File: config.mk
export PLATFORM = sky130hd
export DESIGN_NAME = sample_dma_ctrl_flat
export DESIGN_NICKNAME = d
export VERILOG_FILES = /design/src/rtl/sample_dma_ctrl_if.sv /design/src/rtl/sample_dma_ctrl.sv /design/src/flat_wrapper.sv
export SDC_FILE = /design/constraint.sdc
export NUM_CORES = 1
export LEC_CHECK = 0
export CAP_MARGIN = 30
export CELL_PAD_IN_SITES_DETAIL_PLACEMENT = 1
export CELL_PAD_IN_SITES_GLOBAL_PLACEMENT = 2
export CORE_ASPECT_RATIO = 1.75
export CORE_MARGIN = 3
export CORE_UTILIZATION = 45
export CTS_BUF_LIST = sky130_fd_sc_hd__clkbuf_4
export CTS_CLUSTER_DIAMETER = 80
export DETAILED_ROUTE_END_ITERATION = 16
export PLACE_DENSITY_LB_ADDON = 0.1
export REMOVE_ABC_BUFFERS = 1
export SYNTH_ARGS = -nofsm -noshare
export SYNTH_HDL_FRONTEND = slang
export SYNTH_SLANG_ARGS = --single-unit
export TNS_END_PERCENT = 30
File: constraint.sdc
create_clock -name clk -period 8.8 [get_ports clk]
set_input_delay 1.76 -clock clk [delete_from_list [all_inputs] [get_ports clk]]
set_output_delay 1.76 -clock clk [all_outputs]
set_load 0.02 [all_outputs]
File: src/rtl/sample_dma_ctrl_if.sv
// Sample input, TDSP bus arbitration and sample-RAM DMA signals of sample_dma_ctrl.
interface sample_dma_ctrl_if;
  logic        s_valid;
  logic [15:0] s_data;
  logic        t_grant;
  logic        clr_overflow;
  logic        d_req;
  logic [7:0]  d_addrs;
  logic [15:0] d_datain;
  logic        d_wr;
  logic        frame_done;
  logic        bank;
  logic        overflow;

  modport slave (
    input  s_valid, s_data, t_grant, clr_overflow,
    output d_req, d_addrs, d_datain, d_wr, frame_done, bank, overflow
  );
  modport master (
    output s_valid, s_data, t_grant, clr_overflow,
    input  d_req, d_addrs, d_datain, d_wr, frame_done, bank, overflow
  );
endinterface

File: src/rtl/sample_dma_ctrl.sv
// Buffers incoming audio samples and writes them into a two-frame ping-pong
// region of the sample RAM whenever the TDSP is not holding the bus.
module sample_dma_ctrl #(
  parameter int unsigned FIFO_DEPTH = 4,
  parameter int unsigned FRAME_LEN  = 64,
  parameter logic [7:0]  BASE_ADDR  = 8'h00
) (
  input logic              clk,
  input logic              reset,
  sample_dma_ctrl_if.slave bus
);
  localparam int unsigned PW = (FIFO_DEPTH > 1) ? $clog2(FIFO_DEPTH) : 1;
  localparam int unsigned CW = $clog2(FIFO_DEPTH + 1);
  localparam int unsigned IW = (FRAME_LEN > 1) ? $clog2(FRAME_LEN) : 1;

  typedef enum logic [1:0] {IDLE, SETUP, WRITE} state_e;

  logic [15:0]   mem_q [FIFO_DEPTH];
  logic [PW-1:0] rptr_q, wptr_q, rptr_p1;
  logic [CW-1:0] cnt_q, cnt_d;
  state_e        state_q;
  logic [IW-1:0] idx_q, idx_d;
  logic          wr_bank_q, wr_bank_d;
  logic          d_req_q, frame_done_q, bank_q, overflow_q;
  logic [7:0]    addr_q;
  logic [15:0]   data_q;
  logic          full, push, drop, pop, last;
  logic [15:0]   next_head;

  function automatic logic [7:0] addr_of(input logic b, input logic [IW-1:0] i);
    return BASE_ADDR + (b ? 8'(FRAME_LEN) : 8'h00) + 8'(i);
  endfunction

  // Overflow is judged on occupancy before any same-cycle pop.
  assign full      = (cnt_q == CW'(FIFO_DEPTH));
  assign push      = bus.s_valid & ~full;
  assign drop      = bus.s_valid & full;
  assign pop       = (state_q == WRITE) & ~bus.t_grant;
  assign cnt_d     = cnt_q + CW'(push) - CW'(pop);
  assign rptr_p1   = rptr_q + PW'(1);
  assign last      = (idx_q == IW'(FRAME_LEN - 1));
  assign idx_d     = last ? '0 : idx_q + IW'(1);
  assign wr_bank_d = wr_bank_q ^ last;
  // With one entry left, the next head is the sample being pushed this cycle.
  assign next_head = (cnt_q == CW'(1)) ? bus.s_data : mem_q[rptr_p1];

  always_ff @(posedge clk) begin
    if (push) mem_q[wptr_q] <= bus.s_data;
  end

  always_ff @(posedge clk) begin
    if (reset) begin
      rptr_q       <= '0;
      wptr_q       <= '0;
      cnt_q        <= '0;
      state_q      <= IDLE;
      idx_q        <= '0;
      wr_bank_q    <= 1'b0;
      d_req_q      <= 1'b0;
      frame_done_q <= 1'b0;
      bank_q       <= 1'b0;
      overflow_q   <= 1'b0;
      addr_q       <= '0;
      data_q       <= '0;
    end else begin
      if (push) wptr_q <= wptr_q + PW'(1);
      if (pop)  rptr_q <= rptr_p1;
      cnt_q   <= cnt_d;
      d_req_q <= (cnt_d != '0);
      if (drop)                  overflow_q <= 1'b1;
      else if (bus.clr_overflow) overflow_q <= 1'b0;
      frame_done_q <= pop & last;
      if (pop & last) bank_q <= wr_bank_q;

      case (state_q)
        IDLE: begin
          if (cnt_q != '0 && !bus.t_grant) begin
            state_q <= SETUP;
            addr_q  <= addr_of(wr_bank_q, idx_q);
            data_q  <= mem_q[rptr_q];
          end
        end
        SETUP: state_q <= bus.t_grant ? IDLE : WRITE;
        WRITE: begin
          if (!bus.t_grant) begin
            idx_q     <= idx_d;
            wr_bank_q <= wr_bank_d;
            if (cnt_d != '0) begin
              state_q <= SETUP;
              addr_q  <= addr_of(wr_bank_d, idx_d);
              data_q  <= next_head;
            end else begin
              state_q <= IDLE;
            end
          end else begin
            state_q <= IDLE;
          end
        end
        default: state_q <= IDLE;
      endcase
    end
  end

  assign bus.d_req      = d_req_q;
  assign bus.d_addrs    = addr_q;
  assign bus.d_datain   = data_q;
  assign bus.d_wr       = (state_q == WRITE) & ~bus.t_grant;
  assign bus.frame_done = frame_done_q;
  assign bus.bank       = bank_q;
  assign bus.overflow   = overflow_q;
endmodule

File: src/flat_wrapper.sv
// flat-port wrapper written by rule: the top's interface ports become plain ports
module sample_dma_ctrl_flat 
#(
  parameter int unsigned FIFO_DEPTH = 4,
  parameter int unsigned FRAME_LEN  = 64,
  parameter logic [7:0]  BASE_ADDR  = 8'h00
)
  (clk, reset, bus_s_valid, bus_s_data, bus_t_grant, bus_clr_overflow, bus_d_req, bus_d_addrs, bus_d_datain, bus_d_wr, bus_frame_done, bus_bank, bus_overflow);
  sample_dma_ctrl_if bus_i ();
  input logic clk;
  input logic reset;
  input wire logic [$bits(bus_i.s_valid)-1:0] bus_s_valid;
  input wire logic [$bits(bus_i.s_data)-1:0] bus_s_data;
  input wire logic [$bits(bus_i.t_grant)-1:0] bus_t_grant;
  input wire logic [$bits(bus_i.clr_overflow)-1:0] bus_clr_overflow;
  output wire logic [$bits(bus_i.d_req)-1:0] bus_d_req;
  output wire logic [$bits(bus_i.d_addrs)-1:0] bus_d_addrs;
  output wire logic [$bits(bus_i.d_datain)-1:0] bus_d_datain;
  output wire logic [$bits(bus_i.d_wr)-1:0] bus_d_wr;
  output wire logic [$bits(bus_i.frame_done)-1:0] bus_frame_done;
  output wire logic [$bits(bus_i.bank)-1:0] bus_bank;
  output wire logic [$bits(bus_i.overflow)-1:0] bus_overflow;
  assign bus_i.s_valid = bus_s_valid;
  assign bus_i.s_data = bus_s_data;
  assign bus_i.t_grant = bus_t_grant;
  assign bus_i.clr_overflow = bus_clr_overflow;
  assign bus_d_req = bus_i.d_req;
  assign bus_d_addrs = bus_i.d_addrs;
  assign bus_d_datain = bus_i.d_datain;
  assign bus_d_wr = bus_i.d_wr;
  assign bus_frame_done = bus_i.frame_done;
  assign bus_bank = bus_i.bank;
  assign bus_overflow = bus_i.overflow;
  sample_dma_ctrl #(.FIFO_DEPTH(FIFO_DEPTH), .FRAME_LEN(FRAME_LEN), .BASE_ADDR(BASE_ADDR)) u_core (.clk(clk), .reset(reset), .bus(bus_i));
endmodule
==> results.txt <==
----------------------------------------------------
[Drt]
  First-pass detailed-route iteration total ... 4
  Average detailed-routed wire length per instance ... 21.7 µm
  Final wirelength ... 11,700 µm
  1st-iter DRT viols ... 128
  Detailed-route DRC error count ... 0
  Count of antenna-violating nets left after detailed routing ... 0
  Average via count per standard cell ... 5.94
  Vias after detailed routing ... 3,210

[GRT]
  Global routing usage on met1 ... 0.225
  Overflow left after global routing ... 0
  Via count of the first global-routing pass ... 3,378
  Global route hottest layer ... met2
  Largest net degree at the start of global routing ... 41
  M3 GR Usage ... 0.0390
  First-pass GRT wire length ... 18,600 µm
  Overall fraction of global-route tracks in use ... 0.195
  Number of antenna violations at the first check in global routing ... 1
  Routing usage on met2 ... 0.360

[Critical path]
  Category of the worst setup path capture point ... primary output
  Cell type with the highest occurrence count on the critical path ... sky130_fd_sc_hd__clkdlybuf4s50_1
  Highest cell delay on the worst timing path ... 0.64 ns
  List of cells traversed by the critical path ... clkdlybuf4s50_1, or3b_1, inv_2, clkdlybuf4s50_1
  Critical Path Start Type ... primary input
  Crit path arrival time ... 3.61 ns
  Gate family responsible for the most delay along the worst path ... buffers and inverters
  Cell at the slowest stage of the critical path ... sky130_fd_sc_hd__clkdlybuf4s50_1
  Critical path start-end classification ... in2out
  Required time of the worst setup path ... 7.04 ns
  Buffers & Inverters on Critical Path ... 3
  Worst-path fanout max ... 9

[Synthesis]
  Predominant post-synthesis flop cell ... sky130_fd_sc_hd__edfxtp_1
  Post-synth ARST share ... 0
  Most area-hungry cell type in the Yosys netlist ... sky130_fd_sc_hd__edfxtp_1
  Most area-consuming cells after synthesis ... sky130_fd_sc_hd__edfxtp_1 (38%), sky130_fd_sc_hd__dfxtp_1 (18%), sky130_fd_sc_hd__mux4_2 (14%), sky130_fd_sc_hd__a211oi_2 (4.4%), sky130_fd_sc_hd__mux2i_1 (3.5%)
  Share of Yosys cell area claimed by the top area cell type ... 0.378
  Count of state elements after synthesis ... 109
  Average footprint of a synthesized cell ... 13.9 µm²
  Yosys warning total ... 0
  Number of enable flip-flop cells after synthesis ... 64
  Leading cell types by count after synthesis ... sky130_fd_sc_hd__edfxtp_1 (64), sky130_fd_sc_hd__dfxtp_1 (45), sky130_fd_sc_hd__mux4_2 (32)
  Cell Area, Synth ... 5090 µm²
  Sequential-to-total area share from yosys stat ... 0.555
  Synthesized instance count ... 367
  Most repeated cell in the gate-level netlist after synthesis ... sky130_fd_sc_hd__edfxtp_1
  Yosys cell types ... 45

[Place]
  Count of port buffers added during placement ... 48
  Routability congestion estimate ... 0.742
  Number of instances in the placed design ... 522
  HPWL Detailed ... 7970 µm
  Worst slack after detailed placement ... 3.10 ns

[Die]
  I/O Pins ... 50
  Effective utilization at floorplan ... 0.467
  Number of rows in the core area ... 50
  Overall die height ... 147 µm
  Core Box Area ... 10,900 µm²
  Area enclosed by the die boundary ... 12,700 µm²
  Die X ... 86.4 µm

[Worst hold path]
  Hold crit path type ... reg2reg

[Timing]
  Slew margin rel. ... 0.345
  Final max-slew violation count ... 0
  Transition time at the pin with the least slew margin ... 0.983 ns
  Crit path time final ... 5.37 ns
  Clock tree skew after final layout ... 0.0164 ns
  Worst hold slack across all endpoints ... 0.519 ns
  Setup repair after global routing missed its margin ... no
  Fin Setup TNS ... 0 ns
  Setup violation total in the final timing report ... 0
  Max Freq ... 0.186 GHz
  Final Hold Vio Count ... 0
  Portion of the clock cycle consumed by the worst path in the final layout ... 0.610
  Final worst setup slack ... 3.43 ns

[CTS]
  Worst-case clock buffer depth ... 2
  Clk pin slew, worst setup/hold paths ... 0.15 ns
  Number of clock sinks ... 109
  Total CTS buffers ... 9
  CTS tree ... built
  CTS root buffer ... sky130_fd_sc_hd__clkbuf_4
  Number of buffers inserted for hold repair after clock tree synthesis ... 0
  Number of gates given a new drive strength after cts ... 0
  Post-CTS setup buffers ... 0
  Latest clock arrival within the worst-skew pair ... 0.44 ns
  Number of levels the H-tree was split into ... 3

[Status]
  Status ... completed

[Pwr]
  Net Switching ... 0.000431 W
  Cell area power density ... 226 nW/µm²
  Switching power share of the total ... 0.329
  Leakage dissipation ... 1.86 nW
  Worst vdd ir ... 0.108 mV
  Flop pwr share ... 0.514
  Part of the total power dissipated in the clock network ... 0.160
  Internal power summed over all cells ... 0.000880 W
  Combinational share of power ... 0.325

[Final layout]
  Share of layout cells above drive strength 1 ... 0.191
  Final core occ ... 0.532
  Final #Nets ... 433
  Layout Area Growth over Synthesis ... 13.9%
  Fin cells ... 540

[Job]
  Max-cap check violation count ... 0

----------------------------------------------------
==> worst min-delay path, stage by stage, from the launching register on <==
cell and delay (ns):
sky130_fd_sc_hd__dfxtp_1 0.36, sky130_fd_sc_hd__a32oi_1 0.06, sky130_fd_sc_hd__nor2_1 0.07
==> layer usage <==
metal | share of wire | vias up
li1 | - | 1472
met1 | 0.38 | 1677
met2 | 0.58 | 53
met3 | 0.023 | 8
met4 | 0.012 | 0
met5 | 0 | -
==> stage by stage <==
step,power (W),instance area (µm²)
3_5_place_dp,0.00112,5670
2_1_floorplan,0.000941,4930
5_1_grt,0.00139,5790
3_3_place_gp,0.00110,5630
4_1_cts,0.00133,5780
6_report,0.00131,5790
==> logic make-up after synthesis <==
kind of cell             after synthesis  share of synthesized area
multiplexers                          50                      0.177
flip-flops                           109                      0.555
AND/OR/NAND/NOR                       91                     0.0883
buffers and inverters                 39                     0.0359
XOR/XNOR                              10                     0.0199
adder cells (fa/ha/maj)                8                     0.0212
other                                  1                   0.000737
AO/OA/AOI/OAI                         59                      0.102
==> power by group through the flow <==
stage	clock, W	sequential (W)	combinational [W]
6_report	0.000210	0.000674	0.000426
5_1_grt	0.000242	0.000684	0.000461
4_1_cts	0.000221	0.000676	0.000432
3_5_place_dp	0	0.000687	0.000431
3_3_place_gp	0	0.000684	0.000418
2_1_floorplan	0	0.000710	0.000231
==> registers in the layout, summed over array words and instances, names as in the netlist, 2 cells and up, named ones only <==
| name | count |
|---|---|
| u_core.cnt_q | 3 |
| u_core.rptr_q | 2 |
| u_core.state_q | 2 |
| u_core.bus.d_datain | 16 |
| u_core.wptr_q | 2 |
| u_core.mem_q | 64 |
| u_core.bus.d_addrs | 7 |
| u_core.idx_q | 6 |
==> layout by cell type (no fill, tap or decap), drive strengths merged, types with 2 or more instances in the layout <==
cell type	instances
clkinvlp	2
mux2i	18
mux4	32
inv	9
buf	10
o31ai	2
and3	2
dfxtp	45
and2	6
nor4	2
ha	7
clkdlybuf4s50	47
or4	2
clkinv	4
a311oi	3
clkbuf	9
nor3	26
xor2	4
nor2b	5
a21oi	7
o21ai	5
xnor2	5
o21a	17
a211oi	21
nor2	15
nand2	23
edfxtp	64
nand3	2
==> path summary, 6_finish.rpt <==
| check | to | slack, ns | startpoint | cells past startpoint |
|---|---|---|---|---|
| hold reg to reg | u_core.bus.overflow | 0.52 | u_core.bus.overflow | 2 |
| setup reg to reg | u_core.bus.d_addrs[3] | 4.92 | u_core.state_q[1] | 11 |
| setup / recovery | bus_d_wr | 3.43 | bus_t_grant | 4 |
| hold / removal | u_core.bus.overflow | 0.52 | u_core.bus.overflow | 2 |
==> final cells by class <==
class,count,area [µm²]
Sequential cell,109,2820
Fill cell,1093,5090
Tap cell,130,163
Timing Repair Buffer,57,574
Clock buffer,9,67.6
Clock inverter,7,41.3
Antenna cell,1,2.50
Inverter,8,30.0
Multi-Input combinational cell,219,2090
Power figures use the tool's default switching activity.
